## src/rtl/tdm2_if.sv

```systemverilog
// Parallel-side bundle for the 2-channel TDM receiver: serial bit, qualifier, frame sync
// in; reassembled words, valid pulses and error flags out.
interface tdm2_if #(
    parameter int WIDTH = 8
);
    logic             en;
    logic             d;
    logic             fs;
    logic [WIDTH-1:0] a;
    logic [WIDTH-1:0] b;
    logic             va;
    logic             vb;
    logic             s;
    logic             err;
    logic             perr;

    modport master (
        output en, d, fs,
        input  a, b, va, vb, s, err, perr
    );

    modport slave (
        input  en, d, fs,
        output a, b, va, vb, s, err, perr
    );
endinterface

```

## src/rtl/tdm2_demux.sv

```systemverilog
// 2-channel TDM serial demux: frame-aligns on fs, reassembles A then B words (MSB first).
// Latency: word and valid pulse appear the cycle after the en cycle carrying its last bit.
// No backpressure: en qualifies each bit; TDM2_PARITY_EN adds a trailing even-parity bit.
module tdm2_demux #(
    parameter int WIDTH = 8
) (
    input  logic   clk,
    input  logic   rst,
    tdm2_if.slave  bus
);
    localparam int CW = $clog2(WIDTH + 1);

    typedef enum logic [1:0] {
        IDLE,
        RECV_A,
`ifdef TDM2_PARITY_EN
        RECV_B,
        PAR
`else
        RECV_B
`endif
    } state_t;

    state_t           state, state_nxt;
    logic [WIDTH-1:0] sh, sh_nxt;
    logic [WIDTH-1:0] a_r, a_nxt;
    logic [WIDTH-1:0] b_r, b_nxt;
    logic [CW-1:0]    cnt, cnt_nxt;
    logic             va_r, va_nxt;
    logic             vb_r, vb_nxt;
    logic             err_r, err_nxt;
    logic             s_r, s_nxt;
    logic [WIDTH-1:0] word;
    logic [WIDTH-1:0] first;
    logic             last;
`ifdef TDM2_PARITY_EN
    logic             perr_r, perr_nxt;
`endif

    assign word  = {sh[WIDTH-2:0], bus.d};
    assign first = {{(WIDTH-1){1'b0}}, bus.d};
    assign last  = (cnt == CW'(WIDTH - 1));

    always_comb begin
        state_nxt = state;
        sh_nxt    = sh;
        cnt_nxt   = cnt;
        a_nxt     = a_r;
        b_nxt     = b_r;
        va_nxt    = 1'b0;
        vb_nxt    = 1'b0;
        err_nxt   = 1'b0;
`ifdef TDM2_PARITY_EN
        perr_nxt  = 1'b0;
`endif
        if (bus.en) begin
            case (state)
                IDLE: begin
                    if (bus.fs) begin
                        sh_nxt    = first;
                        cnt_nxt   = CW'(1);
                        state_nxt = RECV_A;
                    end
                end
                RECV_A, RECV_B: begin
                    // fs mid-frame aborts the partial word and starts a fresh frame on this bit
                    if (bus.fs) begin
                        err_nxt   = 1'b1;
                        sh_nxt    = first;
                        cnt_nxt   = CW'(1);
                        state_nxt = RECV_A;
                    end else if (last) begin
                        sh_nxt  = word;
                        cnt_nxt = '0;
                        if (state == RECV_A) begin
                            a_nxt     = word;
                            va_nxt    = 1'b1;
                            state_nxt = RECV_B;
                        end else begin
`ifdef TDM2_PARITY_EN
                            state_nxt = PAR;
`else
                            b_nxt     = word;
                            vb_nxt    = 1'b1;
                            state_nxt = IDLE;
`endif
                        end
                    end else begin
                        sh_nxt  = word;
                        cnt_nxt = cnt + 1'b1;
                    end
                end
`ifdef TDM2_PARITY_EN
                PAR: begin
                    if (bus.fs) begin
                        err_nxt   = 1'b1;
                        sh_nxt    = first;
                        cnt_nxt   = CW'(1);
                        state_nxt = RECV_A;
                    end else begin
                        // B is held in sh until the parity bit confirms the frame
                        b_nxt     = sh;
                        vb_nxt    = 1'b1;
                        perr_nxt  = ^{a_r, sh, bus.d};
                        state_nxt = IDLE;
                    end
                end
`endif
                default: state_nxt = IDLE;
            endcase
        end
`ifdef TDM2_PARITY_EN
        s_nxt = (state_nxt == RECV_B) || (state_nxt == PAR);
`else
        s_nxt = (state_nxt == RECV_B);
`endif
    end

    always_ff @(posedge clk) begin
        if (rst) begin
            state <= IDLE;
            sh    <= '0;
            cnt   <= '0;
            a_r   <= '0;
            b_r   <= '0;
            va_r  <= 1'b0;
            vb_r  <= 1'b0;
            err_r <= 1'b0;
            s_r   <= 1'b0;
`ifdef TDM2_PARITY_EN
            perr_r <= 1'b0;
`endif
        end else begin
            state <= state_nxt;
            sh    <= sh_nxt;
            cnt   <= cnt_nxt;
            a_r   <= a_nxt;
            b_r   <= b_nxt;
            va_r  <= va_nxt;
            vb_r  <= vb_nxt;
            err_r <= err_nxt;
            s_r   <= s_nxt;
`ifdef TDM2_PARITY_EN
            perr_r <= perr_nxt;
`endif
        end
    end

    assign bus.a   = a_r;
    assign bus.b   = b_r;
    assign bus.va  = va_r;
    assign bus.vb  = vb_r;
    assign bus.s   = s_r;
    assign bus.err = err_r;
`ifdef TDM2_PARITY_EN
    assign bus.perr = perr_r;
`else
    assign bus.perr = 1'b0;
`endif
endmodule

```

## src/flat_wrapper.sv

```systemverilog
// flat-port wrapper written by rule: the top's interface ports become plain ports
module tdm2_demux_flat 
#(
    parameter int WIDTH = 8
)
  (clk, rst, bus_en, bus_d, bus_fs, bus_a, bus_b, bus_va, bus_vb, bus_s, bus_err, bus_perr);
  tdm2_if #(.WIDTH(WIDTH)) bus_i ();
  input  logic clk;
  input  logic rst;
  input wire logic [$bits(bus_i.en)-1:0] bus_en;
  input wire logic [$bits(bus_i.d)-1:0] bus_d;
  input wire logic [$bits(bus_i.fs)-1:0] bus_fs;
  output wire logic [$bits(bus_i.a)-1:0] bus_a;
  output wire logic [$bits(bus_i.b)-1:0] bus_b;
  output wire logic [$bits(bus_i.va)-1:0] bus_va;
  output wire logic [$bits(bus_i.vb)-1:0] bus_vb;
  output wire logic [$bits(bus_i.s)-1:0] bus_s;
  output wire logic [$bits(bus_i.err)-1:0] bus_err;
  output wire logic [$bits(bus_i.perr)-1:0] bus_perr;
  assign bus_i.en = bus_en;
  assign bus_i.d = bus_d;
  assign bus_i.fs = bus_fs;
  assign bus_a = bus_i.a;
  assign bus_b = bus_i.b;
  assign bus_va = bus_i.va;
  assign bus_vb = bus_i.vb;
  assign bus_s = bus_i.s;
  assign bus_err = bus_i.err;
  assign bus_perr = bus_i.perr;
  tdm2_demux #(.WIDTH(WIDTH)) u_core (.clk(clk), .rst(rst), .bus(bus_i));
endmodule
```

## config.mk

```make
export PLATFORM = sky130hd
export DESIGN_NAME = tdm2_demux_flat
export DESIGN_NICKNAME = d
export VERILOG_FILES = /design/src/rtl/tdm2_if.sv /design/src/rtl/tdm2_demux.sv /design/src/flat_wrapper.sv
export SDC_FILE = /design/constraint.sdc
export NUM_CORES = 1
export LEC_CHECK = 0
export BUFFER_PORTS_ARGS = -buffer_cell sky130_fd_sc_hd__buf_2
export CAP_MARGIN = 20
export CORE_UTILIZATION = 53
export CTS_CLUSTER_SIZE = 24
export DETAILED_ROUTE_END_ITERATION = 6
export PLACE_DENSITY = 0.83
export SLEW_MARGIN = 20
export SYNTH_ARGS = -nofsm -noshare
export SYNTH_HDL_FRONTEND = slang
export SYNTH_SLANG_ARGS = --single-unit
```

## constraint.sdc

```tcl
create_clock -name clk -period 2.04 [get_ports clk]
set_input_delay 0.204 -clock clk [delete_from_list [all_inputs] [get_ports clk]]
set_output_delay 0.204 -clock clk [all_outputs]
set_load 0.02 [all_outputs]
```

* Word level (Yosys, flattened, before mapping)
Index checks and enable logic that the tools add are counted.
** Cells by class
- Add/subtract/negate cells :: 1
- Equal/unequal tests :: 5
- Multiplexer cells :: 16
- Bitwise operators :: 5
- Reduce and logical (&&, ||, !) cells :: 8
** Operators by type and width (number)
- $mux W7 :: 2
- $pmux W7 S2 :: 1
- $mux W4 :: 3
- $mux W2 :: 5
- $reduce_and A5 Y1 :: 2
- $pmux W4 S2 :: 1
- $not A1 Y1 :: 5
- $reduce_or A5 Y1 :: 1
- $add A4 B1 Y4 const B :: 1
- $eq A2 B2 Y1 const B :: 2
- $eq A4 B3 Y1 const B :: 1
- $pmux W2 S2 :: 1
- $mux W1 :: 3
- $reduce_and A3 Y1 :: 1
- $reduce_or A3 Y1 :: 1
- $eq A2 B1 Y1 const B :: 1
- $logic_not A2 Y1 :: 1
- $ne A2 B2 Y1 const B :: 1
- $reduce_bool A2 Y1 :: 1
- $reduce_or A2 Y1 :: 1
** Word-level totals
- Register bits :: 33
- Input bits :: 5
- Output and inout port bits :: 21
- Word-level logic and storage cells :: 44

* Depth between registers and ports, before layout
Gate-level depths: netlist of run 1.
- Depth in word-level cells :: 7
- Depth in mapped cells :: 7

* Worst setup path before layout of run 1
No wires, ideal clock.
- Kind :: register -> register
- Start :: register u_core.state[0]
- End :: register u_core.cnt[2]
- Data arrival time :: 1.482 ns
- Slack :: 0.424 ns
- Stages on the path, launching flop included :: 8
- Period minus slack after synthesis :: 1.616 ns
- Path through :: dfxtp_1 inv_1 ha_1 mux2_4 and2_1 buf_2 nand4b_1 a21oi_1
** Between the ends
- Longest elaborated chain between the ends :: 4
- Elaborated cells between the ends (all ways) :: 8
- Those cells by class :: eq/ne (3); mux (1); reduce/logical (4)
** Ends and longest elaborated chain
- start: declaration :: line tdm2_demux.sv:24 : state_t state, state_nxt;
- start signal: assignment :: line tdm2_demux.sv:134 : state <= state_nxt;
- $eq A2 B2 Y1 or $eq A2 B1 Y1 (tied branches) :: line tdm2_demux.sv:57 : case (state)
- $reduce_or A2 Y1 :: line tdm2_demux.sv:57
- $reduce_bool A2 Y1 (no line)
- $reduce_and A3 Y1 (no line)
- end signal: assignment :: line tdm2_demux.sv:136 : cnt <= cnt_nxt;
- end: declaration :: line tdm2_demux.sv:28 : logic [CW-1:0] cnt, cnt_nxt;
Several ways; a longest one is shown, not always the timed one.
A chain may end at the register's enable or synchronous reset.

* Worst setup path in the final report of run 1
- Start :: register u_core.state[1]
- End :: register u_core.cnt[3]
The elaborated chain is that of the path after synthesis.

==> results.yml, run 1 <==
run_status:
  run_status: "complete, no violations"
setup_path:
  crit_fanout: 12
  reg2reg_depth: 6
  required_ps: 2310
  r2r_setup_slack_ps: 180
  reg2reg_from: "u_core.state[1]"
  startpoint_type: "flip-flop"
  path_class: "reg -> reg"
  r2r-end: "u_core.cnt[3]"
  end_kind: "flip-flop"
  cp.arrival_ps: 2130
yosys:
  synth-seq-cells: 33
  synth_top_family_by_area: "simple AND/OR/NAND/NOR gates"
  synth.distinct_cells: 30
  yosysTopAreaCell: "dfxtp_1"
  synth_top_area_share_pct: 48.5
  yosysSeqAreaShare_pct: 48.5
  synth_area_sq_um: 1360
  synth_compound_area_share_pct: 8.46
  synth_edf_count: 0
  synth_simple_gate_area_share_pct: 21.8
  yosys_warnings: 0
  synthTopCellsByArea: "dfxtp_1 49%, mux2i_1 12%, nor2_1 6.3%"
  synth-xor-area-share_pct: 0
  synth_ff_type: "dfxtp_1"
  synth.area.mux_share_pct: 12.9
  syn_area_per_cell_sq_um: 9.39
  synthAdderAreaFrac_pct: 3.68
  synthArstFlopShare_pct: 0
  yosys-top-cells-count: "33 x dfxtp_1, 23 x nor2_1, 16 x mux2i_1"
  syn-num-nets: 154
  yosys.cell_count.top_type: "dfxtp_1"
  netlist_instances: 145
flow_run:
  maxCapViolations: 0
detailed_routing:
  first_iter_violations: 23
  wl_per_cell_um: 13.1
  ant_nets: 0
  viasPerCell: 5.47
  num_vias: 1094
  wirelength_um: 2620
  drt_drc_violations_left: 0
  dr.pass1.iters: 4
grt:
  grt_max_degree: 34
  grt_remaining_overflow: 0
  grt_pass1_vias: 974
  gr-usage-all-layers_pct: 21.5
  antenna_found_initial: 0
  grt_pass1_wl_um: 4220
floorplan:
  fp.dieW_um: 52.7
  fp.dieH_um: 52.7
  core_sq_um: 2450
  start_util_pct: 55.5
  die_area_sq_um: 2780
  rows: 18
  io_pins: 26
timing:
  clock_skew_ps: 8.35
  tightest_slew_ps: 543
  finalSetupTns_ps: 0
  finalSetupViolCount: 0
  period_share_pct: 91.4
  fin_crit_ps: 1860
  slew_headroom_pct: 63.8
  fin_ws_ps: 176
  fmax_ghz: 0.536
  rsz0062_at_grt: "false"
  hold_viol: 0
  maxSlewViolCount: 0
min_path:
  worstHoldPathCells: 3
  hold_path.class: "in -> reg"
  hp-start: "bus_d"
  min_to: "u_core.sh[0]"
pwr:
  seq_power_share_pct: 53.0
  switching_power_mw: 0.269
  switching_share_pct: 21.8
  pwr_density_cell_nw_per_um2: 786
  clockPowerShare_pct: 41.0
  internal_power_mw: 0.968
  p_comb_share_pct: 6.0
  ir_worst_vdd_mv: 0.497
  power_leakage_nw: 0.708
clocking:
  cts_tree: "yes"
  cts.sinks: 33
  cts_resized: 0
  clockBufferDepth: 2
  numCtsBuffers: 5
  postCtsHoldBufs: 0
  htree_num_levels: 2
  path_clk_slew_ps: 100
  clk_latency_ps: 330
  cts_root_buffer: "clkbuf_4"
  cts_setup_buffers: 0
finish:
  drive_above_1_share_pct: 22.9
  synthToLayoutAreaGrowth_pct: 15.6
  final_area_sq_um: 1570
  diodes: 0
  nNetsFinal: 178
place:
  portBuffers: 24
  place.gp.congestion: 0.852
  hpwl_um: 1860
  preCtsSetupSlack_ps: 180
  dpl_cell_area_sq_um: 1490
## cells in the final DEF, fill, tap and decap left out, drive strengths merged
cell and n:
inv 2, nand4b 2, nor3 2, mux2 1
nand3b 1, o21ai 3, or4 1, nand4 3
bufinv 1, and4b 2, ha 4, conb 1
dfxtp 33, and2 1, nand2b 2, buf 27
clkbuf 7, nand3 9, o211a 1, a21oi 10
and3b 1, o21ba 1, mux2i 16, a31oi 3
nor2 23, o211ai 1, nand2 10, nor2b 2
## layer usage
metal | GRT usage [%] | vias to the layer above | part of all wire, %
met5 | 0 | - | 0
met4 | 11.4 | 0 | 1.2
met3 | 6.09 | 6 | 5.0
met2 | 35.4 | 31 | 49
met1 | 24.8 | 507 | 45
li1 | - | 550 | -
## worst max-delay path: stages, from the launching register on
cell and delay, ps:
dfxtp_1 400, inv_1 80, ha_1 370, mux2_4 180
nand2_2 140, or4_4 510, a21oi_2 120
## kinds of logic after synthesis
kind of cell	Yosys count
AOI/OAI and AO/OA	19
muxes	17
DFF	33
adders and majority gates	4
and+or+nand+nor	59
other	1
buffers and inverters	12
## power groups by stage
stage | clock [mW] | combinational (mW) | sequential, mW
2_1_floorplan | 0 | 0.0592 | 0.670
3_3_place_gp | 0 | 0.0705 | 0.670
3_5_place_dp | 0 | 0.0743 | 0.671
4_1_cts | 0.518 | 0.0745 | 0.656
5_1_grt | 0.545 | 0.0814 | 0.657
6_report | 0.507 | 0.0741 | 0.656
## worst max-delay path by stage
stage	startpoint	endpoint	slack [ps]	cells past startpoint
global placement	u_core.state[0]	u_core.cnt[3]	280	6
CTS	u_core.state[0]	u_core.cnt[3]	170	6
detailed placement	u_core.state[0]	u_core.cnt[3]	180	6
floorplan	u_core.state[0]	u_core.cnt[2]	420	7
finish	u_core.state[1]	u_core.cnt[3]	180	6
global route	u_core.state[1]	u_core.bus.s	60	6
## area by class of cell
cell class | count | area, sq um
clock inverter | 1 | 30.0
clock buffer | 7 | 55.1
timing repair buffer | 27 | 143
multi-input combinational | 100 | 641
fill | 199 | 881
tap | 30 | 37.5
inverter | 2 | 7.51
sequential | 33 | 661
## state kept, by name, summed over array words and instances, names as in the netlist
register,flops
u_core.sh,7
u_core.state,2
u_core.bus.vb,1
u_core.cnt,4
u_core.bus.a,8
u_core.bus.va,1
u_core.bus.err,1
u_core.bus.b,8
u_core.bus.s,1
## stage by stage
| stage | cells | hold slack (ps) | util, % | total power, mW |
|---|---|---|---|---|
| final | 200 | 128 | 64.1 | 1.24 |
| after global routing | 200 | 130 | 64.1 | 1.28 |
| after detailed placement | 192 | 479 | 60.7 | 0.745 |
| after global placement | 192 | 465 | 60.7 | 0.740 |
| after CTS | 200 | 120 | 64.1 | 1.25 |
| after floorplan | 145 | 340 | - | 0.729 |
No activity file was read; power rests on OpenSTA's default activity.
==> run 2, diff against run 1 <==
--- a/config.mk
+++ b/config.mk
@@ -10,7 +10,8 @@
 export CORE_UTILIZATION = 53
 export CTS_CLUSTER_SIZE = 24
 export DETAILED_ROUTE_END_ITERATION = 6
-export PLACE_DENSITY = 0.83
+export GPL_TIMING_DRIVEN = 0
+export PLACE_DENSITY = 0.73
 export SLEW_MARGIN = 20
 export SYNTH_ARGS = -nofsm -noshare
 export SYNTH_HDL_FRONTEND = slang
==> results.yml, run 2 (synthesized netlist as in run 1, its figures left out) <==
timing:
  clock_skew_ps: 7.66
  finalSetupTns_ps: 0
  hold_viol: 0
  finalSetupViolCount: 0
  rsz0062_at_grt: "false"
  slew_headroom_pct: 65.2
  period_share_pct: 90.8
  fin_crit_ps: 1850
  maxSlewViolCount: 0
  fmax_ghz: 0.540
  tightest_slew_ps: 522
  fin_hold_ws_ps: 120
detailed_routing:
  wirelength_um: 2960
  wl_per_cell_um: 14.4
  first_iter_violations: 9
  num_vias: 1115
  drt_drc_violations_left: 0
  viasPerCell: 5.41
  dr.pass1.iters: 4
  ant_nets: 0
finish:
  drive_above_1_share_pct: 25.0
  final_area_sq_um: 1570
  synthToLayoutAreaGrowth_pct: 15.3
  final_common_cell: "dfxtp_1"
  multi_input_comb_area_sq_um: 643
  diodes: 0
  final-seq-area_sq_um: 663
  nNetsFinal: 184
  fillers: 225
  mostFrequentLayoutCells: "31 x dfxtp_1, 26 x buf_2, 23 x nor2_1"
clocking:
  path_clk_slew_ps: 100
  numCtsBuffers: 5
  clk_latency_ps: 350
  cts.sinks: 33
  cts_tree: "yes"
  postCtsHoldBufs: 0
  cts_root_buffer: "clkbuf_4"
  clockBufferDepth: 2
  cts_setup_buffers: 0
  htree_num_levels: 2
  cts_resized: 0
pwr:
  p_comb_share_pct: 7.9
  internal_power_mw: 0.812
  total_power_mw: 1.10
  clockPowerShare_pct: 32.4
  switching_share_pct: 26.1
  seq_power_share_pct: 59.7
  switching_power_mw: 0.287
  ir_worst_vdd_mv: 0.563
  power_leakage_nw: 0.707
  pwr_density_cell_nw_per_um2: 700
setup_path:
  path_class: "reg -> reg"
  required_ps: 2300
  slowest_stage: "dfxtp_2"
  path_buf_inv: 2
  reg2reg_depth: 7
  startpoint_type: "flip-flop"
  cp_cell_sequence: "inv_1 > ha_2 > nor2b_1 > buf_4 > nand4_1 > o211a_1 > nor3_1"
  end_kind: "flip-flop"
  r2r_setup_slack_ps: 190
  reg2reg_from: "u_core.state[1]"
  max_stage_delay_ps: 380
  path_delay_family: "simple AND/OR/NAND/NOR gates"
  cp.arrival_ps: 2110
  crit_fanout: 10
  r2r-end: "u_core.bus.s"
floorplan:
  fp.dieH_um: 52.7
  die_area_sq_um: 2780
  fp.dieW_um: 52.7
  start_util_pct: 55.5
  io_pins: 26
  rows: 18
  core_sq_um: 2450
run_status:
  run_status: "complete, no violations"
grt:
  grt_pass1_wl_um: 4910
  antenna_found_initial: 0
  grt_pass1_vias: 1097
  grt_max_degree: 11
  grt_remaining_overflow: 0
  gr-usage-all-layers_pct: 25.9
min_path:
  hp-start: "bus_d"
  min_to: "u_core.sh[0]"
  hold_path.class: "in -> reg"
  worstHoldPathCells: 3
place:
  dpl_cell_area_sq_um: 1510
  place.gp.congestion: 0.837
  portBuffers: 23
  hpwl_um: 2120
flow_run:
  maxCapViolations: 0
[run 2: cell count changes in the layout (fill, tap and decap cells not counted)]
cell | previous run | this run
ha_1 | 4 | 3
clkinv_2 | 0 | 2
clkbuf_8 | 1 | 0
bufinv_16 | 1 | 0
dfxtp_2 | 0 | 2
buf_2 | 24 | 26
clkbuf_1 | 1 | 5
ha_2 | 0 | 1
dfxtp_1 | 33 | 31
[run 2: worst max-delay path by stage]
stage	from	endpoint	slack, ps	cells after the start
global placement	u_core.state[0]	u_core.bus.s	280	7
detailed placement	u_core.state[1]	u_core.bus.s	190	7
global route	u_core.state[0]	u_core.bus.s	20	7
floorplan	u_core.state[0]	u_core.cnt[2]	420	7
finish	u_core.state[1]	u_core.bus.s	190	7
CTS	u_core.state[1]	u_core.bus.s	160	7
[run 2: layer usage]
| metal | vias to the layer above | GRT usage (%) | wire length (um) |
|---|---|---|---|
| met1 | 515 | 29.7 | 1320 |
| met5 | - | 0 | 0 |
| met3 | 12 | 6.96 | 109 |
| met2 | 27 | 40.7 | 1410 |
| met4 | 0 | 18.9 | 122 |
| li1 | 561 | - | - |
[run 2: power groups by stage]
stage,clock (mW),sequential [mW],combinational [mW]
after global routing,0.389,0.658,0.0969
after floorplan,0,0.670,0.0592
after CTS,0.361,0.656,0.0850
final,0.356,0.656,0.0865
after global placement,0,0.671,0.0792
after detailed placement,0,0.671,0.0845
[run 2: final cells by class]
class	count	area share (%)
buffer	10	3.35
clock buffer	6	2.63
clock inverter	2	0.637
inverter	2	0.478
multi-input combinational	100	41.0
sequential	33	42.2
tap	30	2.39
timing repair buffer	23	7.33
[run 2: stage by stage]
step	instances	util (%)	worst slack, ps
2_1_floorplan	145	-	424
3_3_place_gp	198	61.7	279
3_5_place_dp	198	61.7	187
4_1_cts	206	63.8	157
5_1_grt	206	64.0	16.7
6_report	206	64.0	187
[run 2: worst register-to-register path, stage by stage (launching register included)]
cell,delay [ps]
dfxtp_2,380
inv_1,80
ha_2,380
nor2b_1,190
buf_4,190
nand4_1,140
o211a_1,240
nor3_1,170
